--- config.mk ---
export PLATFORM = sky130hd
export DESIGN_NAME = fetch_stage_flat
export DESIGN_NICKNAME = d
export VERILOG_FILES = /design/src/rtl/fetch_stage_if.sv /design/src/rtl/fetch_stage.sv /design/src/flat_wrapper.sv
export SDC_FILE = /design/constraint.sdc
export NUM_CORES = 1
export LEC_CHECK = 0
export ABC_AREA = 1
export CORE_ASPECT_RATIO = 2
export CORE_UTILIZATION = 30
export DETAILED_ROUTE_END_ITERATION = 12
export GPL_TIMING_DRIVEN = 0
export PLACE_DENSITY = 0.62
export SKIP_LAST_GASP = 1
export SLEW_MARGIN = 25
export SYNTH_ARGS = -nofsm -noshare
export SYNTH_HDL_FRONTEND = slang
export SYNTH_SLANG_ARGS = --single-unit
--- constraint.sdc ---
create_clock -name clk -period 3.7 [get_ports clk]
set_clock_uncertainty 0.15 [all_clocks]
set_input_delay 0.74 -clock clk [delete_from_list [all_inputs] [get_ports clk]]
set_output_delay 0.74 -clock clk [all_outputs]
set_load 0.05 [all_outputs]
--- src/rtl/fetch_stage_if.sv ---
// rtl/fetch_stage_if.sv - instruction-memory request/ready bus between the fetch stage and imem
//
// Ports (modports):
//   master (fetch stage): drives imem_req, imem_addr; receives imem_data, imem_ready
//   slave  (memory)     : receives imem_req, imem_addr; drives imem_data, imem_ready
// A transfer completes on any cycle where imem_req and imem_ready are both high.
interface fetch_stage_if #(
    parameter int ADDR_WIDTH = 16,
    parameter int DATA_WIDTH = 16
);
    logic                  imem_req;
    logic [ADDR_WIDTH-1:0] imem_addr;
    logic [DATA_WIDTH-1:0] imem_data;
    logic                  imem_ready;

    modport master (
        output imem_req,
        output imem_addr,
        input  imem_data,
        input  imem_ready
    );

    modport slave (
        input  imem_req,
        input  imem_addr,
        output imem_data,
        output imem_ready
    );
endinterface

--- src/rtl/fetch_stage.sv ---
// rtl/fetch_stage.sv - IF stage and IF/ID pipeline register with skid buffer and redirect discard
//
// Ports:
//   clk, rst            clock (rising edge), asynchronous active-high reset
//   branching_so_flush  redirect request from the ID branch unit
//   branch_target       redirect address, valid with branching_so_flush
//   stall               hazard unit request to hold IF/ID
//   imem                instruction-memory bus (master side)
//   instr_id            IF/ID instruction
//   pc_plus_id          IF/ID address of the fetched instruction + PC_INC
//   valid_id            IF/ID holds a real instruction
module fetch_stage #(
    parameter int                     PC_WIDTH    = 16,
    parameter int                     INSTR_WIDTH = 16,
    parameter logic [PC_WIDTH-1:0]    RESET_PC    = '0,
    parameter logic [PC_WIDTH-1:0]    PC_INC      = 1,
    parameter logic [INSTR_WIDTH-1:0] NOP_INSTR   = '0
) (
    input  logic                   clk,
    input  logic                   rst,
    input  logic                   branching_so_flush,
    input  logic [PC_WIDTH-1:0]    branch_target,
    input  logic                   stall,
    fetch_stage_if.master          imem,
    output logic [INSTR_WIDTH-1:0] instr_id,
    output logic [PC_WIDTH-1:0]    pc_plus_id,
    output logic                   valid_id
);

    typedef enum logic [1:0] {
        BOOT    = 2'd0,
        FETCH   = 2'd1,
        DISCARD = 2'd2
    } state_t;

    state_t                 state, state_n;
    logic [PC_WIDTH-1:0]    fetch_pc, fetch_pc_n;
    logic [PC_WIDTH-1:0]    redirect_pc, redirect_pc_n;
    logic [INSTR_WIDTH-1:0] skid_instr, skid_instr_n;
    logic [PC_WIDTH-1:0]    skid_pc_plus, skid_pc_plus_n;
    logic                   skid_valid, skid_valid_n;
    logic [INSTR_WIDTH-1:0] instr_id_n;
    logic [PC_WIDTH-1:0]    pc_plus_id_n;
    logic                   valid_id_n;

    logic                   req;
    logic                   complete;
    logic [PC_WIDTH-1:0]    pc_next;

    // A held skid entry stops new requests so at most one fetched-but-unconsumed
    // instruction exists; DISCARD keeps requesting to retire the in-flight fetch.
    assign req      = (state == FETCH && !skid_valid) || state == DISCARD;
    assign complete = req && imem.imem_ready;
    assign pc_next  = fetch_pc + PC_INC;

    assign imem.imem_req  = req;
    assign imem.imem_addr = fetch_pc;

    always_ff @(posedge clk or posedge rst) begin
        if (rst) begin
            state        <= BOOT;
            fetch_pc     <= RESET_PC;
            redirect_pc  <= '0;
            skid_instr   <= NOP_INSTR;
            skid_pc_plus <= '0;
            skid_valid   <= 1'b0;
            instr_id     <= NOP_INSTR;
            pc_plus_id   <= '0;
            valid_id     <= 1'b0;
        end else begin
            state        <= state_n;
            fetch_pc     <= fetch_pc_n;
            redirect_pc  <= redirect_pc_n;
            skid_instr   <= skid_instr_n;
            skid_pc_plus <= skid_pc_plus_n;
            skid_valid   <= skid_valid_n;
            instr_id     <= instr_id_n;
            pc_plus_id   <= pc_plus_id_n;
            valid_id     <= valid_id_n;
        end
    end

    always_comb begin
        state_n        = state;
        fetch_pc_n     = fetch_pc;
        redirect_pc_n  = redirect_pc;
        skid_instr_n   = skid_instr;
        skid_pc_plus_n = skid_pc_plus;
        skid_valid_n   = skid_valid;
        instr_id_n     = instr_id;
        pc_plus_id_n   = pc_plus_id;
        valid_id_n     = valid_id;

        if (branching_so_flush) begin
            instr_id_n   = NOP_INSTR;
            valid_id_n   = 1'b0;
            skid_valid_n = 1'b0;
            unique case (state)
                BOOT: begin
                    fetch_pc_n = branch_target;
                    state_n    = FETCH;
                end
                FETCH: begin
                    if (complete) begin
                        fetch_pc_n = branch_target;
                    end else if (req) begin
                        // Memory still owes a response for fetch_pc; it must be
                        // absorbed before the new address can be presented.
                        redirect_pc_n = branch_target;
                        state_n       = DISCARD;
                    end else begin
                        fetch_pc_n = branch_target;
                    end
                end
                DISCARD: begin
                    redirect_pc_n = branch_target;
                    if (complete) begin
                        fetch_pc_n = branch_target;
                        state_n    = FETCH;
                    end
                end
                default: state_n = BOOT;
            endcase
        end else begin
            unique case (state)
                BOOT: begin
                    state_n = FETCH;
                end
                DISCARD: begin
                    if (complete) begin
                        fetch_pc_n = redirect_pc;
                        state_n    = FETCH;
                    end
                end
                FETCH: begin
                    if (complete) begin
                        fetch_pc_n = pc_next;
                        if (!stall) begin
                            instr_id_n   = imem.imem_data;
                            pc_plus_id_n = pc_next;
                            valid_id_n   = 1'b1;
                        end else begin
                            skid_instr_n   = imem.imem_data;
                            skid_pc_plus_n = pc_next;
                            skid_valid_n   = 1'b1;
                        end
                    end else if (skid_valid) begin
                        if (!stall) begin
                            instr_id_n   = skid_instr;
                            pc_plus_id_n = skid_pc_plus;
                            valid_id_n   = 1'b1;
                            skid_valid_n = 1'b0;
                        end
                    end else if (!stall) begin
                        instr_id_n = NOP_INSTR;
                        valid_id_n = 1'b0;
                    end
                end
                default: state_n = BOOT;
            endcase
        end
    end

endmodule

--- src/flat_wrapper.sv ---
// flat-port wrapper written by rule: the top's interface ports become plain ports
module fetch_stage_flat 
#(
    parameter int                     PC_WIDTH    = 16,
    parameter int                     INSTR_WIDTH = 16,
    parameter logic [PC_WIDTH-1:0]    RESET_PC    = '0,
    parameter logic [PC_WIDTH-1:0]    PC_INC      = 1,
    parameter logic [INSTR_WIDTH-1:0] NOP_INSTR   = '0
)
  (clk, rst, branching_so_flush, branch_target, stall, instr_id, pc_plus_id, valid_id, imem_imem_req, imem_imem_addr, imem_imem_data, imem_imem_ready);
  fetch_stage_if #(.ADDR_WIDTH(16), .DATA_WIDTH(16)) imem_i ();
  input  logic clk;
  input  logic rst;
  input  logic branching_so_flush;
  input  logic [PC_WIDTH-1:0] branch_target;
  input  logic stall;
  output logic [INSTR_WIDTH-1:0] instr_id;
  output logic [PC_WIDTH-1:0] pc_plus_id;
  output logic valid_id;
  output wire logic [$bits(imem_i.imem_req)-1:0] imem_imem_req;
  output wire logic [$bits(imem_i.imem_addr)-1:0] imem_imem_addr;
  input wire logic [$bits(imem_i.imem_data)-1:0] imem_imem_data;
  input wire logic [$bits(imem_i.imem_ready)-1:0] imem_imem_ready;
  assign imem_imem_req = imem_i.imem_req;
  assign imem_imem_addr = imem_i.imem_addr;
  assign imem_i.imem_data = imem_imem_data;
  assign imem_i.imem_ready = imem_imem_ready;
  fetch_stage #(.PC_WIDTH(PC_WIDTH), .INSTR_WIDTH(INSTR_WIDTH), .RESET_PC(RESET_PC), .PC_INC(PC_INC), .NOP_INSTR(NOP_INSTR)) u_core (.clk(clk), .rst(rst), .branching_so_flush(branching_so_flush), .branch_target(branch_target), .stall(stall), .imem(imem_i), .instr_id(instr_id), .pc_plus_id(pc_plus_id), .valid_id(valid_id));
endmodule
# After elaboration in Yosys (flattened, before gate mapping)

Cells that the tools add are included.
Widths: inputs -> output; s select.

Bitwise operators: 1
Add/subtract/negate cells: 1
Reduce and logical (&&, ||, !) cells: 18
Multiplexer cells: 40
Eq/ne operators: 13

Operators by type and width:

| cell                  | count |
|---|---|
| $mux 16               | 19 |
| $pmux 16 s2           | 2 |
| $pmux 16 s3           | 1 |
| $add 16x1->16 const B | 1 |
| $mux 1                | 12 |
| $pmux 2 s3            | 2 |
| $ne 2x2->1 const B    | 5 |
| $reduce_and 5->1      | 2 |
| $mux 2                | 4 |
| $reduce_and 4->1      | 2 |
| $ne 3x3->1 const B    | 2 |
| $reduce_and 2->1      | 3 |
| $reduce_bool 2->1     | 3 |
| $reduce_bool 3->1     | 2 |
| $ne 2x1->1 const B    | 2 |
| $ne 4x2->1 const B    | 1 |
| $ne 3x2->1 const B    | 1 |
| $reduce_and 3->1      | 1 |
| $eq 2x1->1 const B    | 1 |
| $eq 2x2->1 const B    | 1 |
| $logic_and 1x1->1     | 2 |
| $logic_not 2->1       | 1 |
| $logic_not 1->1       | 1 |
| $logic_or 1x1->1      | 1 |
| $not 1->1             | 1 |

Input port bits: 37
Register bits: 100
Word-level logic and storage cells: 82

# Logic depth before layout (Yosys ltp)

Gate-level depths: netlist of run 1.

Depth in word-level cells: 7
Mapped depth: 11

# Worst setup path before layout of run 1

No wires, ideal clock.

Path kind: register to register
Start: reg u_core.fetch_pc[0] (netlist: u_core.imem.imem_addr[0])
End: reg u_core.fetch_pc[8] (netlist: u_core.imem.imem_addr[8])
Buffers on the path: 0
Arrival: 1.759 ns
Period minus slack after synthesis: 2.027 ns
Stages on the path, launching flop included: 9
Required time: 3.432 ns
Setup slack: 1.673 ns
Path through: dfrtp_1 -> ha_1 -> nand3_1 -> nor2_2 -> nand3_1 -> nand3_1 -> nand3_1 -> nand2_1 -> nand2_1

Longest elaborated chain between the ends: 4

RTL lines:

| item                   | RTL line           | text |
|---|---|---|
| from (decl)            | fetch_stage.sv:37  | `logic [PC_WIDTH-1:0] fetch_pc, fetch_pc_n;` |
| from (signal assigned) | fetch_stage.sv:72  | `fetch_pc <= fetch_pc_n;` |
| $add 16x1->16          | fetch_stage.sv:54  | `assign pc_next = fetch_pc + PC_INC;` |
| $mux 16                | fetch_stage.sv:136 | `if (complete) begin` |
| $pmux 16 s2            | fetch_stage.sv:125 | `unique case (state)` |
| $mux 16                | fetch_stage.sv:94  | `if (branching_so_flush) begin` |

No other way between the ends. The select of a mux whose other input is x is not followed.
A chain may end at the register's enable or synchronous reset.

# Worst setup path in the final report of run 1

Start: reg u_core.skid_valid
End: out imem_imem_req

Longest elaborated chain between the ends: 3

RTL lines:

| item                   | RTL line           | text |
|---|---|---|
| from (decl)            | fetch_stage.sv:41  | `logic skid_valid, skid_valid_n;` |
| from (signal assigned) | fetch_stage.sv:76  | `skid_valid <= skid_valid_n;` |
| $logic_not 1->1        | fetch_stage.sv:52  | `assign req = (state == FETCH && !skid_valid) \|\| state == DISCARD;` |
| $logic_and 1x1->1      | fetch_stage.sv:52  |  |
| $logic_or 1x1->1       | fetch_stage.sv:52  |  |
| to (decl)              | flat_wrapper.sv:20 | `output wire logic [$bits(imem_i.imem_req)-1:0] imem_imem_req;` |

No other way between the ends.

==> results.md, run 1 <==
- Worst slack, placed: 0.649 ns
- Pre-Repair DR Iteration Count: 4
- Critical path peak fanout: 10
- Via count: 4,322
- VDD IR max: 0.327 mV
- Setup crit end kind: primary output
- Hold endpoint: u_core.redirect_pc[4]
- NumNets Final: 751
- Die W: 92.0 um
- Yosys warning total: 0
- Setup violators final: 0
- Post-synthesis sequential area ratio: 51.5%
- Gr ovfl total: 0
- Gate count after technology mapping: 615
- FF/Latch Area: 2500 um^2
- IO Pins: 87
- Design Area, Final: 6270 um^2
- Post-route ant nets: 0
- Largest net degree at the start of global routing: 70
- Most frequent cell after synthesis: nand2_1
- Drt drc: 0
- Worst hold path depth: 2
- Global-route wire length before repair: 22,000 um
- Die span in y: 182 um
- Fraction of registers with async set/reset: 100%
- Ratio of total power to cell area: 884 nW/um^2
- Core box area: 15,800 um^2
- Final critical-path share of the clock period: 80.9%
- MaxCap Viol Count: 0
- Cell Area, Synth: 4860 um^2
- #FFs+latches synth: 100
- Synth cell count leaders: nand2_1, dfrtp_1, o21ai_0
- Post-synth EDFFs: 0
- CTS HTree Levels: 3
- Relative max-transition margin: 58.3%
- Tightest Pin Transition: 0.624 ns
- Synth cell types: 31
- CP Launch Type: register
- Num CTS Buffers: 9
- Antenna Cells: 0
- Area grow syn2layout: 29.1%
- Clk sink count: 100
- Syn Area/Cell: 7.90 um^2
- Initial antenna violation count: 0
- RR Startpoint: u_core.imem.imem_addr[0]
- Total GRT Usage: 16.9%
- RSZ-0062 raised after global routing: no
- Final worst slack: 0.707 ns
- FMAX: 334 MHz
- Fillcell total: 1,664
- Top post-synthesis cells by area: dfrtp_1, nand2_1, o21ai_0, nor2_1, a21oi_1
- Final TNS setup: 0 ns
- CTS tree: done
- Setup Fix Bufs, Post-CTS: 0
- RD Place Congestion: 0.862
- Reg2Reg Depth: 7
- Final HPWL DP: 10,400 um
- Worst reg-to-reg setup slack: 1.69 ns
- Initial DRC Count: 191
- Outcome: finished, final reports clean
- Post_cts resized: 0
- Clock Tree Root: clkbuf_16
- Leakage power: 2.89 nW
- Leading area contributor after synthesis: dfrtp_1
- Min cycle time layout: 2.99 ns
- CTS hold repair buffers: 0
- Post-synth top area share: 51.5%
- Max Root-Sink Buffers: 2
- Clk slew on worst S/H paths: 0.06 ns
- Multi-input gate area: 2020 um^2
- Via density: 4.70
- Fin. max-slew vios: 0
- Crit path DAT: 2.10 ns
- Min-delay src: u_core.redirect_pc[4]
- Post-Syn Nets: 653
- Final Util: 39.7%
- Hold slack: 0.329 ns
- Fraction of layout cells with a size suffix above 1: 8.36%
- Vias in the first global route: 4,331
- PortBufs: 86
- Worst Path Required: 2.81 ns
- Total Routed Length: 13,500 um
- Worst Hold Class: reg -> reg
- Die area: 16,700 um^2
- Clock Latency Late Sink: 0.35 ns
- Row count: 65
- Ys flop type: dfrtp_1
- Hold Vio Cnt, Final: 0
- WL/cell: 14.6 um
- Placed cell areas: 6000 um^2
- WS Path Type: reg -> out
- Worst r2r dst: u_core.imem.imem_addr[12]
- Initial Util: 30.8%
-- worst max-delay path by stage --
| stage | slack [ns] | cells past startpoint | from | end |
|---|---|---|---|---|
| 2_1_floorplan | 0.19 | 1 | rst | u_core.imem.imem_addr[0] |
| 3_3_place_gp | -1.50 | 2 | rst | u_core.pc_plus_id[13] |
| 3_5_place_dp | 0.65 | 6 | branching_so_flush | u_core.skid_pc_plus[15] |
| 4_1_cts | 0.68 | 5 | u_core.skid_valid | imem_imem_req |
| 5_1_grt | 0.61 | 5 | u_core.skid_valid | imem_imem_req |
| 6_report | 0.71 | 5 | u_core.skid_valid | imem_imem_req |
-- through the flow --
step	total power, W	std cells
finish	0.00555	919
detailed placement	0.00470	903
CTS	0.00558	919
global placement	0.00466	902
floorplan	0.00380	615
global route	0.00591	919
-- cell families after synthesis --
logic type      synth area share (%)
simple gates                    23.7
compound gates                  16.8
flops                           51.5
buf+inv                         6.83
xor+xnor                       0.902
fa+ha+maj                      0.258
-- area by class of cell --
| cell class | count | share of cell area, % |
|---|---|---|
| Tap cell | 201 | 4.01 |
| Buffer | 27 | 2.39 |
| Timing Repair Buffer | 87 | 14.2 |
| Multi-Input combinational cell | 441 | 32.2 |
| Clock buffer | 11 | 3.87 |
| Sequential cell | 100 | 39.9 |
| Clock inverter | 5 | 0.439 |
| Inverter | 47 | 2.97 |
-- cell usage in the layout, fill, tap and decap left out --
cell type,n
inv_6,2
o21ai_0,95
xnor2_1,2
o221ai_1,1
dfrtp_1,100
clkbuf_16,9
clkdlybuf4s50_1,86
nor2_4,1
o21ai_1,15
nand3_1,30
inv_1,39
nand4_1,4
clkbuf_1,10
buf_2,11
o21bai_1,1
buf_6,1
a31oi_1,6
nand2_1,188
buf_16,1
nand2_2,3
a31o_2,1
nor2_1,44
ha_1,1
clkbuf_8,1
nand3_2,2
a21oi_1,32
o21ai_2,4
inv_2,6
buf_4,4
nor2_2,5
clkbuf_2,1
nand2_4,2
clkinvlp_4,1
clkinv_2,4
buf_8,1
o211ai_1,1
xor2_1,3
-- flip-flops by register name, indices dropped and copies added (netlist names), 2 cells and up --
register,cells
u_core.pc_plus_id,16
u_core.skid_pc_plus,16
u_core.state,2
u_core.imem.imem_addr,16
u_core.instr_id,16
u_core.redirect_pc,16
u_core.skid_instr,16
-- report_power, final --
group | internal (W) | switching (W) | total [W]
clock network | 0.000470 | 0.000405 | 0.000875
registers | 0.00156 | 0.000347 | 0.00191
logic | 0.000921 | 0.00184 | 0.00277
-- worst max-delay path, stage by stage (launching register included) --
cell and delay [ns]:
dfrtp_1 0.35, buf_2 0.19, inv_2 0.10, nand3_2 0.11
nand2_2 0.18, clkdlybuf4s50_1 0.83
-- layer usage --
| metal | up-vias | global-route usage (%) | share of wire, % |
|---|---|---|---|
| met4 | 0 | 8.06 | 2.9 |
| met5 | - | 0 | 0 |
| met2 | 86 | 31.6 | 55 |
| li1 | 2201 | - | - |
| met1 | 2013 | 18.5 | 40 |
| met3 | 22 | 2.01 | 2.7 |
Power figures use the tool's default switching activity.
==> inputs of run 2 (changes only) <==
PLACE_DENSITY = 0.63   (was 0.62)
clock period = 2.6 ns   (was 3.7 ns; I/O delays follow)
==> results.md, run 2 (synthesis gave the netlist of run 1 again) <==
- Initial Util: 30.8%
- Via count: 4,421
- Drt drc: 0
- Clk sink count: 100
- Kind of cell adding the most delay to the critical path: buffers and inverters
- RSZ-0062 raised after global routing: no
- FF/Latch Area: 2500 um^2
- PortBufs: 86
- Dpl cells: 905
- Worst r2r dst: u_core.imem.imem_addr[8]
- Setup Fix Bufs, Post-CTS: 0
- Worst path max stage delay: 0.54 ns
- Worst slack, placed: -0.197 ns
- CP bufs+invs: 3
- Fillcell total: 1,642
- Area grow syn2layout: 30.5%
- Largest net degree at the start of global routing: 31
- Initial DRC Count: 257
- Clock Tree Root: clkbuf_16
- Setup crit end kind: primary output
- Relative max-transition margin: 60.7%
- Total Routed Length: 13,600 um
- Fraction of layout cells with a size suffix above 1: 8.89%
- Ratio of total power to cell area: 1260 nW/um^2
- Die W: 92.0 um
- Worst reg-to-reg setup slack: 0.56 ns
- CP cell instances: buf_2 -> inv_2 -> nand3_2 -> nand2_2 -> clkdlybuf4s15_1
- Outcome: finished, final reports clean
- Crit path DAT: 1.83 ns
- Max Root-Sink Buffers: 2
- MaxCap Viol Count: 0
- Worst hold path depth: 2
- VDD IR max: 0.549 mV
- Reg2Reg Depth: 8
- Final critical-path share of the clock period: 96.2%
- Most common cell after layout, fill and taps aside: nand2_1
- Hold endpoint: u_core.pc_plus_id[5]
- FMAX: 400 MHz
- Row count: 65
- Worst Hold Class: reg -> reg
- Min-delay src: u_core.pc_plus_id[5]
- Setup violators final: 0
- Core box area: 15,800 um^2
- Min cycle time layout: 2.50 ns
- NumNets Final: 753
- WS Path Type: reg -> out
- Commonest cells after routing, fill and taps aside: nand2_1, dfrtp_1, o21ai_0
- Fin. max-slew vios: 0
- Non-Filler Instances: 921
- Final Util: 40.2%
- CTS HTree Levels: 3
- Via density: 4.80
- Vias in the first global route: 4,361
- RR Startpoint: u_core.imem.imem_addr[0]
- RD Place Congestion: 0.879
- Post-route ant nets: 0
- CTS tree: done
- Final worst slack: 0.0998 ns
- Gr ovfl total: 0
- Placed cell areas: 6040 um^2
- Critical path's slowest cell: clkdlybuf4s15_1
- Multi-input gate area: 2020 um^2
- Tightest Pin Transition: 0.590 ns
- Design Area, Final: 6340 um^2
- Clk slew on worst S/H paths: 0.08 ns
- Initial antenna violation count: 0
- Num CTS Buffers: 9
- Die area: 16,700 um^2
- Hold Vio Cnt, Final: 0
- WL/cell: 14.8 um
- Clock Latency Late Sink: 0.36 ns
- Worst Path Required: 1.93 ns
- Critical path peak fanout: 10
- Pre-Repair DR Iteration Count: 5
- Die span in y: 182 um
- CTS hold repair buffers: 0
- CP Launch Type: register
- Final HPWL DP: 10,700 um
- Hold slack: 0.328 ns
- Antenna Cells: 0
- Total GRT Usage: 17.0%
- IO Pins: 87
- Leakage power: 2.91 nW
- Global-route wire length before repair: 22,000 um
==> run 2: cell types whose count changed in the layout (fill, tap and decap cells not counted), moves of 2 or more <==
cell,previous run,this run
buf_12,0,2
clkinv_4,0,2
inv_6,2,4
clkinv_2,4,0
==> run 2: how the worst max path moves through the flow <==
| stage | start | end | slack, ns | depth (start not counted) |
|---|---|---|---|---|
| 6_report | u_core.skid_valid | imem_imem_req | 0.1 | 5 |
| 5_1_grt | u_core.skid_valid | imem_imem_req | 0.02 | 5 |
| 4_1_cts | u_core.skid_valid | imem_imem_req | 0.08 | 5 |
| 3_5_place_dp | branching_so_flush | u_core.skid_pc_plus[15] | -0.20 | 6 |
| 3_3_place_gp | rst | u_core.instr_id[10] | -0.38 | 2 |
| 2_1_floorplan | u_core.imem.imem_addr[0] | u_core.imem.imem_addr[8] | 0.57 | 8 |
==> run 2: worst reg2reg max path, delay by kind of cell (launching register included) <==
family                   cells  cell delay, ns
adder cells (fa/ha/maj)      1            0.24
AND/OR/NAND/NOR              7            1.06
flip-flops                   1            0.50
==> run 2: what timing repair did <==
| action | in CTS | in global routing |
|---|---|---|
| resized for setup | 1 | 2 |
| setup endpoints to repair | 1 | 5 |
| endpoints found under the hold margin | 0 | 0 |
==> run 2: power breakdown <==
part	switching [W]	total [W]	internal [W]	leakage (nW)
clock	0.000633	0.00133	0.000696	0.146
sequential	0.000495	0.00271	0.00222	1.26
combinational	0.00264	0.00395	0.00131	1.51
==> run 2: final cells by class <==
cell class,instances,share of cell area (%)
sequential,100,39.5
multi-input combinational,441,32.0
timing repair buffer,89,14.7
tap,201,3.97
clock buffer,10,3.77
inverter,47,2.92
buffer,27,2.37
clock inverter,6,0.869
==> run 2: per-layer routing <==
layer | vias to the layer above | global-route usage (%) | share of wire [%]
met3 | 24 | 2.55 | 3.0
met5 | - | 0 | 0
li1 | 2213 | - | -
met1 | 2082 | 17.6 | 38
met2 | 102 | 32.8 | 56
met4 | 0 | 7.63 | 2.7
==> run 2: stage by stage <==
step                      power, W  setup TNS, ns
after floorplan            0.00540              0
after global placement     0.00663         -38.93
after detailed placement   0.00671          -3.50
after CTS                  0.00803              0
after global routing       0.00852              0
final                      0.00799              0
==> RTL change 1: new RTL, settings of run 2 <==
The 3 states of `state_t` get a one-hot encoding in 3 bits.
--- a/src/rtl/fetch_stage.sv
+++ b/src/rtl/fetch_stage.sv
@@ -29,6 +29,6 @@
 
-    typedef enum logic [1:0] {
-        BOOT    = 2'd0,
-        FETCH   = 2'd1,
-        DISCARD = 2'd2
+    typedef enum logic [2:0] {
+        BOOT    = 3'b001,
+        FETCH   = 3'b010,
+        DISCARD = 3'b100
     } state_t;
Function: same outputs for any inputs over 4 cycles, from zero or initial values and one cycle with rst high; so few cycles prove little.
==> RTL change 1 against run 2 <==
- total power is 8.3% lower
- synthesized area is 1.9% higher
- final area is 2.2% higher
- worst hold slack better by 0.0024 ns
- via count is 0.29% lower
- maximum frequency is 1.1% higher
- non-clock buffer count is 1 lower
- sequential cell count is 1 higher
- combinational power is 19% lower
- worst setup slack better by 0.027 ns
- utilization is 0.15 points lower
- wire length is 2.6% higher
==> RTL change 1: results (changes against run 2) <==
metric,value,unit,change
nets,773,,+2.7%
first_pass_iters,5,,unchanged
drive_gt1_share,7.297,%,-1.6 points
critical_path.max_stage_delay,0.52,ns,-0.02 ns
synthAdderAreaFrac,0.2529,%,-0.0048 points
worstHoldPathType,flip-flop to flip-flop,,
synth_edf_count,0,,unchanged
clockRootBuffer,clkbuf_16,,
maxCapViolCount,0,,unchanged
io_buffer_count,85,,-1.2%
synth_area_leaders,"dfrtp_1 51%, nand2_1 15%, o21ai_0 9.1%, inv_1 6.0%, a21oi_1 3.0%",,
p_leak,0.003027,uW,+3.9%
drt_iter0_drc,174,,-32%
antenna_found_initial,0,,unchanged
synth_compound_area_share,15.81,%,-0.99 points
place_ws,-0.3046,ns,-0.1074 ns
synthFlopType,dfrtp_1,,
ys_seq_area_share,51.11,%,-0.42 points
antenna_left,0,,unchanged
worst_pin_slew,0.7048,ns,+0.1148 ns
viasPerCell,4.669,,-2.7%
hpwl,11070,microns,+3.4%
crit_arrival,1.80,ns,-0.03 ns
async_flop_share,100.0,%,unchanged
routed_wirelength,14010,microns,+2.6%
cp_top_family,buffers and inverters,,
htreeDepth,3,,unchanged
status,finished clean,,
diodes,0,,unchanged
ir_worst_vdd,337.2,uV,-39%
cts_setup_buffers,0,,unchanged
insertion_delay,0.35,ns,
dpl_cell_area,6125,sq um,+1.4%
clkSlewWorstSetupHoldPaths,0.07,ns,
grt_max_degree,31,,unchanged
synth_common_cells,"193 x nand2_1, 100 x dfrtp_1, 90 x o21ai_0",,
muxShareOfSynthArea,0,%,unchanged
yosysUniqueCellTypes,32,,+3.2%
gp_congestion,0.8249,,-6.2%
synthesis.nets,674,,+3.2%
cts_buffers,9,,unchanged
synth_xor_area_share,0.8852,%,-0.017 points
grt.total_usage,17.38,%,+0.37 points
worst-path-max-fanout,9,,-1
clock_path_buffers,2,,unchanged
slowest_stage,clkdlybuf4s15_1,,
grt_first_pass_wirelength,22740,microns,+3.2%
yosysWarnings,0,,unchanged
first_global_vias,4496,,+3.1%
RTL change 1: path summary, 6_finish.rpt:
check,slack [ns],to,from,cells after the start
hold reg to reg,0.33,u_core.skid_pc_plus[13],u_core.skid_pc_plus[13],2
hold / removal,0.33,u_core.skid_pc_plus[13],u_core.skid_pc_plus[13],2
min in group asynchronous,0.47,u_core.instr_id[12],rst,2
setup / recovery,0.13,imem_imem_req,u_core.skid_valid,5
max in group asynchronous,1.07,u_core.skid_pc_plus[13],rst,4
setup reg to reg,0.57,u_core.valid_id,u_core.state[0],9
RTL change 1: cells by family after synthesis:
kind of cell / count (synthesis)
compound gates: 147
flops: 101
simple gates: 274
buf+inv: 108
xor+xnor: 5
fa+ha+maj: 1
RTL change 1: routing by layer:
layer | vias to the layer above | global-route usage (%) | share of wire, %
met5 | - | 0 | 0
met4 | 0 | 9.538 | 4.3
met3 | 37 | 2.605 | 3.7
met2 | 97 | 33.47 | 55
met1 | 2043 | 17.22 | 37
li1 | 2231 | - | -
RTL change 1: metrics by stage:
step / std cells / hold slack, ns
floorplan: 636 / 0.2937
global placement: 925 / 0.3082
detailed placement: 928 / 0.3128
CTS: 944 / 0.3309
global route: 944 / 0.3449
finish: 944 / 0.3308
RTL change 1: repair_timing:
item                       4_1_cts  5_1_grt
setup endpoints to repair        1       11
resized for setup                1        4
pin swaps                        0        0
RTL change 1: where the power goes:
part	internal [uW]	switching (uW)
clock network	952	621
registers	2130	416
logic	1050	2160
total	4130	3200
RTL change 1: worst min-delay path, stage by stage, from the launching register on:
cell,delay [ns]
dfrtp_1,0.34
nand2_1,0.05
nand2_1,0.06
RTL change 1: layout make-up:
| cell class | instances | area [sq um] |
|---|---|---|
| fill | 1732 | 9711 |
| sequential | 101 | 2529 |
| multi-input combinational | 427 | 1984 |
| timing repair buffer | 88 | 918.4 |
| inverter | 81 | 307.8 |
| tap | 204 | 255.2 |
| clock buffer | 10 | 229.0 |
| buffer | 27 | 133.9 |
| clock inverter | 6 | 117.6 |
==> RTL change 2: new RTL, config.mk and constraints of run 2 <==
Made on the original files. Reset style: synchronous (`rst`), changed in one clocked block. Comments in the files are not updated.
--- a/src/rtl/fetch_stage.sv
+++ b/src/rtl/fetch_stage.sv
@@ -58,3 +58,3 @@
 
-    always_ff @(posedge clk or posedge rst) begin
+    always_ff @(posedge clk) begin
         if (rst) begin
Formal check against the unedited RTL: differs if rst is asserted again (counterexample within 4 cycles, from zero or initial values and one cycle with rst high); with rst held inactive, the same outputs for 4 cycles.
==> RTL change 2 against run 2 <==
- sequential share of layout area fell by 7.7 points
- wire length rose by 7.7%
- critical path type unchanged
- final area fell by 0.75%
- synthesized area barely moved
- worst setup slack improved by 0.072 ns
- sequential cell count did not move
- die area barely moved
Power is not compared: it rests on default switching activity, and its combinational part moved more than twofold at a synthesized area within 25%.
==> RTL change 2: results (changes against run 2) <==
metric,value,unit,change
ys_seq_area_share,41.24,%,-10 points
syn_to_final_growth,29.54,%,
synth_compound_area_share,21.03,%,+4.2 points
fillers,1711,,+4.2%
synthFlopType,dfxtp_1,,
dpl_cell_area,5957,sq um,-1.4%
drt_iter0_drc,189,,-26%
async_flop_share,0,%,-100 points
worst-path-max-fanout,5,,-5
synth_area_leaders,"dfxtp_1 41%, nand2_1 13%, o21ai_0 7.9%, inv_1 7.2%, a21oi_1 6.5%",,
wire_per_inst,14.31,microns,-3.4%
synthesis.nets,763,,+17%
status,finished clean,,
nNonClkInverters,97,,+110%
cts_setup_buffers,0,,unchanged
gp_congestion,0.8791,,about the same
synthAdderAreaFrac,0.2577,%,about the same
clock_buffers,9,,-1
synth_seq_cells,100,,unchanged
groute.layer.met1.usage,16.92,%,-0.68 points
buffer_area_share,16.53,%,-0.49 points
grtUsageMet3,2.471,%,-0.084 points
grt.total_usage,18.11,%,+1.1 points
multi_input_area_share,36.53,%,+4.6 points
slowest_stage,dlygate4sd2_1,,
synth.avg_cell_area,6.696,sq um,-15%
clkCellAreaFrac,5.292,%,+0.65 points
nets,859,,+14%
io_buffer_count,85,,-1.2%
first_global_vias,4735,,+8.6%
cp-startpoint,u_core.state[0],,
grt_first_pass_wirelength,23430,microns,+6.3%
hold_path.startpoint,u_core.redirect_pc[1],,
synth_common_cells,"162 x nand2_1, 100 x dfxtp_1, 93 x inv_1",,
reg2reg_from,u_core.imem.imem_addr[0],,
place_ws,0.04383,ns,+0.2410 ns
grt_use_met2,36.84,%,+4.1 points
grt_max_degree,19,,-39%
slew-limit-headroom,61.79,%,+1.1 points
-- RTL change 2: changes by cell type after synthesis, sizes merged, moves of 17 or more --
| cell | change |
|---|---|
| a211oi | +17 |
| o21ai | -31 |
| inv | +49 |
| dfxtp | +100 |
| dfrtp | -100 |
| a21oi | +31 |
| nand2 | -25 |
| nor2 | +34 |
-- RTL change 2: path summary, 6_finish.rpt --
kind	to	slack, ns	depth (start not counted)
worst max-delay path	imem_imem_req	0.17	5
worst min-delay path	u_core.redirect_pc[1]	0.30	2
worst max register to register	u_core.pc_plus_id[10]	0.59	9
worst min register to register	u_core.redirect_pc[1]	0.30	2
-- RTL change 2: per-layer routing --
metal / wire (microns) / vias up
li1: - / 2517
met1: 5393 / 2165
met2: 8412 / 103
met3: 389 / 27
met4: 501 / 0
met5: 0 / -
-- RTL change 2: power breakdown --
| part | switching (uW) | internal, uW | leakage [uW] |
|---|---|---|---|
| Clock | 641 | 861 | 0.000164 |
| Combinational | 785 | 379 | 0.00173 |
| Sequential | 112 | 1650 | 0.000814 |
